**config.mk**
```make
export PLATFORM = sky130hd
export DESIGN_NAME = canvas_grid_ctrl
export DESIGN_NICKNAME = d
export VERILOG_FILES = /design/src/rtl/canvas_grid_ctrl.sv
export SDC_FILE = /design/constraint.sdc
export NUM_CORES = 1
export LEC_CHECK = 0
export ABC_AREA = 1
export BUFFER_PORTS_ARGS = -buffer_cell sky130_fd_sc_hd__buf_4
export CORE_AREA = 8 8 200 202
export DETAILED_ROUTE_END_ITERATION = 12
export DIE_AREA = 0 0 208 210
export PLACE_DENSITY = 0.74
export SKIP_LAST_GASP = 1
export SYNTH_ARGS = -nofsm -noshare
export SYNTH_HDL_FRONTEND = slang
export SYNTH_SLANG_ARGS = --single-unit
```
**constraint.sdc**
```tcl
create_clock -name CLOCK_50 -period 4 [get_ports CLOCK_50]
set_input_delay 0.4 -clock CLOCK_50 [delete_from_list [all_inputs] [get_ports CLOCK_50]]
set_output_delay 0.4 -clock CLOCK_50 [all_outputs]
set_load 0.02 [all_outputs]
```
**src/rtl/canvas_grid_ctrl.sv**
```systemverilog
// rtl/canvas_grid_ctrl.sv - cell-grid paint/erase/clear controller driving a pixel plotter.
// Optional bitmap readout port enabled by CANVAS_READOUT_EN.
module canvas_grid_ctrl #(
  parameter int          GRID_W = 14,
  parameter int          GRID_H = 14,
  parameter int          CELL   = 10,
  parameter int          X0     = 89,
  parameter int          Y0     = 33,
  parameter logic [14:0] INK    = 15'h7FFF,
  parameter logic [14:0] BG     = 15'h0000
) (
  input  logic                             CLOCK_50,
  input  logic                             resetn,
  input  logic [8:0]                       mouse_x,
  input  logic [8:0]                       mouse_y,
  input  logic                             left_click,
  input  logic                             right_click,
  input  logic                             clear_req,
  input  logic [$clog2(GRID_W*GRID_H)-1:0] rd_addr,
  output logic                             rd_data,
  output logic [8:0]                       vga_x,
  output logic [8:0]                       vga_y,
  output logic [14:0]                      vga_color,
  output logic                             vga_plot,
  output logic                             busy,
  output logic                             done
);
  localparam int N  = GRID_W * GRID_H;
  localparam int AW = $clog2(N);

  localparam logic [9:0] X_LO    = 10'(X0);
  localparam logic [9:0] X_HI    = 10'(X0 + GRID_W * CELL);
  localparam logic [9:0] Y_LO    = 10'(Y0);
  localparam logic [9:0] Y_HI    = 10'(Y0 + GRID_H * CELL);
  localparam logic [8:0] X0_9    = 9'(X0);
  localparam logic [8:0] Y0_9    = 9'(Y0);
  localparam logic [8:0] CELL_9  = 9'(CELL);
  localparam logic [8:0] CELL_M1 = 9'(CELL - 1);
  localparam logic [8:0] CW_M1   = 9'(GRID_W * CELL - 1);
  localparam logic [8:0] CH_M1   = 9'(GRID_H * CELL - 1);

  typedef enum logic [2:0] {IDLE, MAP, CHECK, FILL, CLEAR, FIN} state_t;

  state_t        state, state_nxt;
  logic [N-1:0]  bitmap;
  logic          pend_clr;
  logic          mode;
  logic [8:0]    cap_x, cap_y;
  logic [8:0]    rem_x, rem_y;
  logic [8:0]    base_x, base_y;
  logic [8:0]    px, py;
  logic [AW-1:0] col, row, idx;
  logic          click, in_canvas, map_done, cur_bit;
  logic [8:0]    x_last, y_last;
  logic          x_end, scan_end;

  assign click     = left_click | right_click;
  assign in_canvas = ({1'b0, mouse_x} >= X_LO) && ({1'b0, mouse_x} < X_HI) &&
                     ({1'b0, mouse_y} >= Y_LO) && ({1'b0, mouse_y} < Y_HI);
  assign map_done  = (rem_x < CELL_9) && (rem_y < CELL_9);
  assign idx       = AW'(row * GRID_W) + col;
  assign cur_bit   = bitmap[idx];

  // Same raster counter serves both a single cell and the whole canvas.
  assign x_last   = (state == CLEAR) ? CW_M1 : CELL_M1;
  assign y_last   = (state == CLEAR) ? CH_M1 : CELL_M1;
  assign x_end    = (px == x_last);
  assign scan_end = x_end && (py == y_last);

  always_ff @(posedge CLOCK_50 or negedge resetn) begin
    if (!resetn) state <= IDLE;
    else         state <= state_nxt;
  end

  always_comb begin
    state_nxt = state;
    vga_plot  = 1'b0;
    vga_x     = '0;
    vga_y     = '0;
    vga_color = '0;
    busy      = (state != IDLE);
    done      = 1'b0;
    case (state)
      IDLE: begin
        if (clear_req || pend_clr)   state_nxt = CLEAR;
        else if (click && in_canvas) state_nxt = MAP;
      end
      MAP:   if (map_done) state_nxt = CHECK;
      CHECK: state_nxt = (cur_bit == mode) ? IDLE : FILL;
      FILL: begin
        vga_plot  = 1'b1;
        vga_x     = base_x + px;
        vga_y     = base_y + py;
        vga_color = mode ? INK : BG;
        if (scan_end) state_nxt = FIN;
      end
      CLEAR: begin
        vga_plot  = 1'b1;
        vga_x     = base_x + px;
        vga_y     = base_y + py;
        vga_color = BG;
        if (scan_end) state_nxt = FIN;
      end
      FIN: begin
        done      = 1'b1;
        state_nxt = IDLE;
      end
      default: state_nxt = IDLE;
    endcase
  end

  always_ff @(posedge CLOCK_50 or negedge resetn) begin
    if (!resetn) begin
      bitmap   <= '0;
      pend_clr <= 1'b0;
      mode     <= 1'b0;
      cap_x    <= '0;
      cap_y    <= '0;
      rem_x    <= '0;
      rem_y    <= '0;
      base_x   <= '0;
      base_y   <= '0;
      px       <= '0;
      py       <= '0;
      col      <= '0;
      row      <= '0;
    end else begin
      if (clear_req && (state != IDLE)) pend_clr <= 1'b1;
      case (state)
        IDLE: begin
          if (clear_req || pend_clr) begin
            bitmap   <= '0;
            pend_clr <= 1'b0;
            base_x   <= X0_9;
            base_y   <= Y0_9;
            px       <= '0;
            py       <= '0;
          end else if (click && in_canvas) begin
            cap_x <= mouse_x;
            cap_y <= mouse_y;
            rem_x <= mouse_x - X0_9;
            rem_y <= mouse_y - Y0_9;
            col   <= '0;
            row   <= '0;
            mode  <= left_click;
          end
        end
        MAP: begin
          if (rem_x >= CELL_9) begin
            rem_x <= rem_x - CELL_9;
            col   <= col + 1'b1;
          end
          if (rem_y >= CELL_9) begin
            rem_y <= rem_y - CELL_9;
            row   <= row + 1'b1;
          end
        end
        CHECK: begin
          // Cell origin is the cursor minus its in-cell remainder.
          if (cur_bit != mode) begin
            bitmap[idx] <= mode;
            base_x      <= cap_x - rem_x;
            base_y      <= cap_y - rem_y;
            px          <= '0;
            py          <= '0;
          end
        end
        FILL, CLEAR: begin
          if (x_end) begin
            px <= '0;
            py <= py + 1'b1;
          end else begin
            px <= px + 1'b1;
          end
        end
        default: ;
      endcase
    end
  end

`ifdef CANVAS_READOUT_EN
  localparam logic [AW:0] N_EXT = (AW + 1)'(N);
  assign rd_data = ({1'b0, rd_addr} < N_EXT) ? bitmap[rd_addr] : 1'b0;
`else
  logic unused_rd_addr;
  assign unused_rd_addr = ^rd_addr;
  assign rd_data        = 1'b0;
`endif

endmodule

```
==> results of run 1 <==
-- how the worst max path moves through the flow --
stage	endpoint	slack, ps	cells past startpoint
3_5_place_dp	bitmap[8]$_DFFE_PN0P_	-540	26
3_3_place_gp	bitmap[90]$_DFFE_PN0P_	-440	26
5_1_grt	bitmap[113]$_DFFE_PN0P_	-540	26
4_1_cts	bitmap[180]$_DFFE_PN0P_	-270	24
6_report	bitmap[113]$_DFFE_PN0P_	-310	26
2_1_floorplan	bitmap[135]$_DFFE_PN0P_	90	24
-- placed cells by master, fill, tap and decap left out, types with 12 or more instances in the layout --
cell,n
nand2_1,1214
nand2_4,12
o21ai_1,37
buf_4,138
nand3_1,65
clkbuf_16,40
buf_12,33
ha_1,53
nand4_1,22
nor2_1,480
dfrtp_1,285
a21oi_1,47
buf_16,12
o21ai_0,282
inv_1,238
nand2_2,25
xor2_1,38
-- registers in the layout, summed over array words and instances, names as in the netlist --
name / flops
px: 9
col: 8
row: 7
py: 9
state: 3
rem_y: 9
base_y: 9
cap_y: 9
pend_clr: 1
mode: 1
bitmap: 196
base_x: 9
cap_x: 9
rem_x: 9
-- kinds of logic after synthesis --
logic type	count (synthesis)	synth area share (%)
buffers and inverters	452	10.0
XOR/XNOR	48	2.15
AO/OA/AOI/OAI	400	10.5
flip-flops	288	36.3
multiplexers	2	0.113
other	1	0.0189
AND/OR/NAND/NOR	1866	36.3
adder cells (fa/ha/maj)	67	4.60
-- metal layers --
metal	up-vias	GRT usage (%)	part of all wire [%]
met5	-	0	0
met1	9375	34.0	41
met2	846	45.7	48
met3	185	4.31	7.7
li1	9708	-	-
met4	0	10.7	3.9
-- power groups by stage --
| stage | sequential, W | combinational [W] | clock, W |
|---|---|---|---|
| floorplan | 0.00297 | 0.000255 | 0 |
| global route | 0.00292 | 0.000642 | 0.00358 |
| global placement | 0.00297 | 0.000525 | 0 |
| finish | 0.00292 | 0.000588 | 0.00341 |
| detailed placement | 0.00297 | 0.000534 | 0 |
| CTS | 0.00292 | 0.000572 | 0.00347 |
-- final cells by class --
type / count / area [sq um]
Sequential cell: 288 / 7210
Timing Repair Buffer: 200 / 2280
Inverter: 245 / 920
Tap cell: 474 / 593
Clock inverter: 12 / 174
Fill cell: 3288 / 13700
Multi-Input combinational cell: 2386 / 11100
Clock buffer: 51 / 1060
-- per-stage QoR --
stage               hold WS, ps  std cells
floorplan                   104       3124
global placement            451       3561
detailed placement          456       3561
CTS                        3.52       3651
global route               25.7       3656
finish                    -50.8       3656
-- worst max-delay path, cell delays in order (launching register included) --
cell	delay, ps
dfrtp_2	440
fa_1	540
ha_2	190
inv_2	40
fa_2	380
xnor2_4	160
ha_4	290
buf_6	100
nand2_2	60
o211ai_1	340
inv_1	140
nand3_2	120
nand2_4	80
nand2_4	80
nor2_4	40
nor2_4	160
nand2_2	80
nand2_2	100
nand2_4	70
nand2_4	100
nand2_8	100
buf_8	200
buf_12	130
clkbuf_16	150
nand2_2	50
nand2_1	50
nand2_1	60
-- repair_timing --
item                                    4_1_cts  5_1_grt
endpoints found under the setup margin      234      234
resized for setup                            82       51
pin swaps                                    27       30
gates cloned                                 14        2
setup buffers                                15        6
hold buffers                                  0        0
==> results.md, run 1 <==
- Status: complete, but fails checks
- Violated checks: negative hold slack, negative setup slack
- Synth Net Count: 3222
- Synth unique cells: 41
- Clock Path Buffers: 3
- Fin. max-slew vios: 0
- Vias: 20114
- Final min period: 4310 ps
- Synth Instances: 3124
- Avg Cell Area, Syn: 6.36 sq um
- Core Region: 37000 sq um
- IO Port Bufs: 58
- Synthesized flop and latch total: 288
- Final worst slack: -310 ps
- Sequential area share after synthesis: 36.3%
- Antenna Cells: 0
- Relative slew margins: 31.9%
- Antenna violations before repair: 0
- Vias in the first global route: 18887
- Number of synthesized flops with an enable pin: 0
- DRT iter0 DRCs: 2082
- Worst slew pin tran: 1020 ps
- Nets: 3255
- Worst-Skew Late Latency: 560 ps
- Worst-path maximum fanout: 5
- I/O pin total: 68
- CTS root buffer: clkbuf_16
- Post-route cell area: 23300 sq um
- Setup_tns: -52900 ps
- Maximum Capacitance Violations: 0
- TritonCTS clock tree: done
- Switching Power: 0.00171 W
- Final ANT Viol Nets: 0
- CTS Buf Count: 36
- Clock sinks: 288
- Clock Pin Slew Worst Setup and Hold Paths: 60 ps
- Reg-to-Reg Start: row[1]$_DFFE_PN0P_
- Hold WS: -50.8 ps
- Detail Placement HPWL: 35700 um
- R2r endpoint: bitmap[113]$_DFFE_PN0P_
- Hold WC Path Type: input pin to async pin
- Final Core Density: 63.1%
- Syn. warnings: 0
- Comb pwr share: 8.5%
- Final worst-path cycle share: 108%
- CTS HTree Levels: 2
- Flop pwr share: 42.2%
- Setup CP Type: register to register
- Peak VDD IR: 0.302 mV
- Share of total power in the clock network: 49.3%
- Startpoint types: register
- First-pass GRT wire length: 97400 um
- Post-Synthesis Cell Area: 19900 sq um
- Worst Path Arrival: 4790 ps
- Die Height: 210 um
- Pwr Total: 0.00692 W
- # DRC: 0
- Ranking of synthesized cells by area: dfrtp_1 36%, nand2_1 24%, nor2_1 9.3%
- Via-per-instance ratio: 5.50
- Cell Pwr Density: 297 nW/um^2
- Leak: 11.5 nW
- Leading area contributor after synthesis: dfrtp_1
- Drt pass-1 iters: 6
- Reg2Reg Setup Slack: -310 ps
- DP Worst Slack: -537 ps
- Placed instance area: 21100 sq um
- Worst Setup SP: row[1]$_DFFE_PN0P_
- Top-count cell post-synth: nand2_1
- Reg2reg path depth: 26
- CP endpoint kind: register
- CP Data Required Time: 4480 ps
- Total GRT Usage: 26.9%
- FP Rows: 71
- Largest net degree at the start of global routing: 197
- Top FF cell, synth: dfrtp_1
- Syn-to-layout area delta: 17.3%
- RSZ-0062 raised after global routing: yes
- Final setup violation count: 233
- Synth cell count leaders: 1249 x nand2_1, 493 x nor2_1, 288 x dfrtp_1
- Routed len/inst: 16.3 um
- Routed wire length: 59600 um
- Synth top area share: 36.3%
- Cell Int Power: 0.00521 W
- Asr flop ratio synth: 100%
- Die X: 208 um
- Die area: 43700 sq um
- Fmax: 232 MHz
- Sw Share: 24.7%
- Skew final: 28.7 ps
- Initial core utilization: 53.8%
- Share of layout cells above drive strength 1: 10.7%
- Gpl congestion: 0.917
- Final hold violations: 31
- Grt ovf: 0
No activity file was read; power rests on OpenSTA's default activity.
==> run 2: changes to the inputs <==
==> config.mk (replaced) <==
export PLATFORM = sky130hd
export DESIGN_NAME = canvas_grid_ctrl
export DESIGN_NICKNAME = d
export VERILOG_FILES = /design/src/rtl/canvas_grid_ctrl.sv
export SDC_FILE = /design/constraint.sdc
export NUM_CORES = 1
export LEC_CHECK = 0
export ABC_AREA = 0
export BUFFER_PORTS_ARGS = -buffer_cell sky130_fd_sc_hd__buf_4
export CORE_AREA = 8 8 188 190
export DETAILED_ROUTE_END_ITERATION = 12
export DIE_AREA = 0 0 196 198
export PLACE_DENSITY = 0.74
export SLEW_MARGIN = 30
export SYNTH_ARGS = -nofsm -noshare
export SYNTH_HDL_FRONTEND = slang
export SYNTH_SLANG_ARGS = --single-unit
==> results.md, run 2 <==
- Status: complete, but fails checks
- Violated checks: negative setup slack
- # DRC: 0
- Antenna Cells: 0
- Sequential area share after synthesis: 41.1%
- Most flops, register: bitmap
- Post-route cell area: 22000 sq um
- FILL cells: 2240
- Nets: 2075
- End point of the worst hold path: mode$_DFFE_PN0P_
- Clock sinks: 288
- RSZ-0062 raised after global routing: yes
- FP Rows: 66
- Worst Path Arrival: 5100 ps
- Worst-path maximum fanout: 8
- Gpl congestion: 0.870
- Worst-Skew Late Latency: 540 ps
- Maximum Capacitance Violations: 0
- Synth Net Count: 1981
- Asr flop ratio synth: 100%
- Final hold violations: 0
- DRT iter0 DRCs: 2516
- R2r endpoint: bitmap[24]$_DFFE_PN0P_
- Synth cell count leaders: 288 x dfrtp_1, 275 x o21ai_1, 244 x a21oi_1
- Synth unique cells: 67
- Die area: 38800 sq um
- Final ANT Viol Nets: 0
- Core Region: 32200 sq um
- Final worst slack: -724 ps
- Max stage delay on crit path: 540 ps
- Worst slew pin tran: 1060 ps
- Fmax: 212 MHz
- Die Height: 198 um
- Antenna violations before repair: 0
- Setup_tns: -143930 ps
- Largest register FFs: 196
- Area of the multi-input gates: 10200 sq um
- Final worst-path cycle share: 118%
- CP Data Required Time: 4380 ps
- I/O pin total: 68
- Setup CP Type: register to register
- Placed instance area: 18800 sq um
- Top-count cell post-synth: dfrtp_1
- Slowest-stage cell, CP: fa_1
- Die X: 196 um
- TritonCTS clock tree: done
- Routed wire length: 58700 um
- CTS HTree Levels: 2
- CP Buf/Inv Count: 4
- Hold WC Path Type: input pin to register
- Drt pass-1 iters: 6
- Clock Path Buffers: 3
- Syn. warnings: 0
- Hold WS: 100 ps
- Hold Path Depth: 3
- Synth top area share: 41.1%
- IO Port Bufs: 58
- Final min period: 4720 ps
- Reg2Reg Setup Slack: -720 ps
- Synthesized flop and latch total: 288
- Register area: 7210 sq um
- CTS Buf Count: 34
- Post-Synthesis Cell Area: 17500 sq um
- Top FF cell, synth: dfrtp_1
- Via-per-instance ratio: 6.79
- Number of synthesized flops with an enable pin: 0
- Vias in the first global route: 15714
- Clock Pin Slew Worst Setup and Hold Paths: 70 ps
- Reg2reg path depth: 17
- Leading area contributor after synthesis: dfrtp_1
- Min-delay src: left_click
- Reg-to-Reg Start: row[0]$_DFFE_PN0P_
- Relative slew margins: 29.5%
- Crit-path cells: fa_1 -> ha_2 -> ha_4 -> xor2_4 -> buf_12 -> buf_4 -> mux2i_4 -> mux2i_2 -> mux2i_1 -> mux2i_4 -> o311a_1 -> mux2i_2 -> buf_4 -> nand2_8 -> buf_8 -> nand3_2 -> o21ai_1
- Routed len/inst: 24.4 um
- Detail Placement HPWL: 32400 um
- CP top delay family: multiplexers
- CTS root buffer: clkbuf_16
- Skew final: 30.7 ps
- CP endpoint kind: register
- Commonest non-fill, non-tap cells in the layout: 285 x dfrtp_1, 264 x o21ai_1, 240 x a21oi_1
- Grt ovf: 0
- Syn-to-layout area delta: 25.3%
- First-pass GRT wire length: 85400 um
- Largest net degree at the start of global routing: 208
- Most common cell after layout, fill and taps aside: dfrtp_1
- Initial core utilization: 54.4%
- Vias: 16353
- Avg Cell Area, Syn: 9.31 sq um
- Final setup violation count: 234
- Startpoint types: register
- Fin. max-slew vios: 0
- Total GRT Usage: 27.3%
- Ranking of synthesized cells by area: dfrtp_1 41%, o21ai_1 7.9%, a21oi_1 7.0%
- Synth Instances: 1883
- Share of layout cells above drive strength 1: 28.2%
run 2: repair_timing:
item,4_1_cts,5_1_grt
endpoints found under the setup margin,233,234
gates resized for setup,149,196
gates cloned,17,15
buffers inserted,16,14
hold endpoints to repair,90,0
hold buffers,1,0
pin swaps,50,64
run 2: worst max-delay path by stage:
stage                             startpoint                      to  slack, ps  cells after the start
after floorplan           row[1]$_DFFE_PN0P_       py[2]$_DFFE_PN0P_       -130                     19
after global placement    row[1]$_DFFE_PN0P_  bitmap[21]$_DFFE_PN0P_       -390                     15
after detailed placement  row[1]$_DFFE_PN0P_   bitmap[4]$_DFFE_PN0P_       -470                     16
after global routing      row[0]$_DFFE_PN0P_  bitmap[89]$_DFFE_PN0P_       -890                     18
final                     row[0]$_DFFE_PN0P_  bitmap[24]$_DFFE_PN0P_       -720                     17
after CTS                 row[1]$_DFFE_PN0P_       py[4]$_DFFE_PN0P_       -380                     17
run 2: layer usage:
metal	wire [um]	global-route usage, %	vias up
met5	0	0	-
met4	3530	13.3	0
met3	6720	5.98	338
met2	27300	43.3	1187
met1	21200	35.2	7883
li1	-	-	6945
run 2: through the flow:
stage,setup slack (ps),util (%),cells
global placement,-392,58.5,2288
global route,-888,68.2,2408
detailed placement,-473,58.5,2288
finish,-724,68.2,2408
CTS,-378,64.9,2381
floorplan,-130,-,1883
run 2: cell type report:
| type | instances | share of cell area (%) |
|---|---|---|
| Tap cell | 408 | 2.32 |
| Sequential cell | 288 | 32.8 |
| Timing Repair Buffer | 229 | 12.6 |
| Multi-Input combinational cell | 1380 | 46.2 |
| Clock inverter | 15 | 0.797 |
| Inverter | 44 | 0.752 |
| Clock buffer | 44 | 4.41 |
run 2: logic make-up after synthesis:
group / synth area share [%]
AO/OA/AOI/OAI: 23.8
XOR/XNOR: 3.51
adder cells (fa/ha/maj): 5.21
buffers and inverters: 6.37
flip-flops: 41.1
multiplexers: 9.48
other: 0.0214
AND/OR/NAND/NOR: 10.4
run 2: worst register-to-register path, cell delays in order, from the launching register on:
cell     delay (ps)
dfrtp_2         420
fa_1            540
ha_2            290
ha_4            310
xor2_4          270
buf_12          190
buf_4           150
mux2i_4         300
mux2i_2         130
mux2i_1         290
mux2i_4         130
o311a_1         350
mux2i_2         350
buf_4           220
nand2_8         100
buf_8           170
nand3_2         240
o21ai_1         140
Power of run 2 is not shown: default switching activity piles up to over one toggle a cycle in this logic, so the estimate is an artifact.
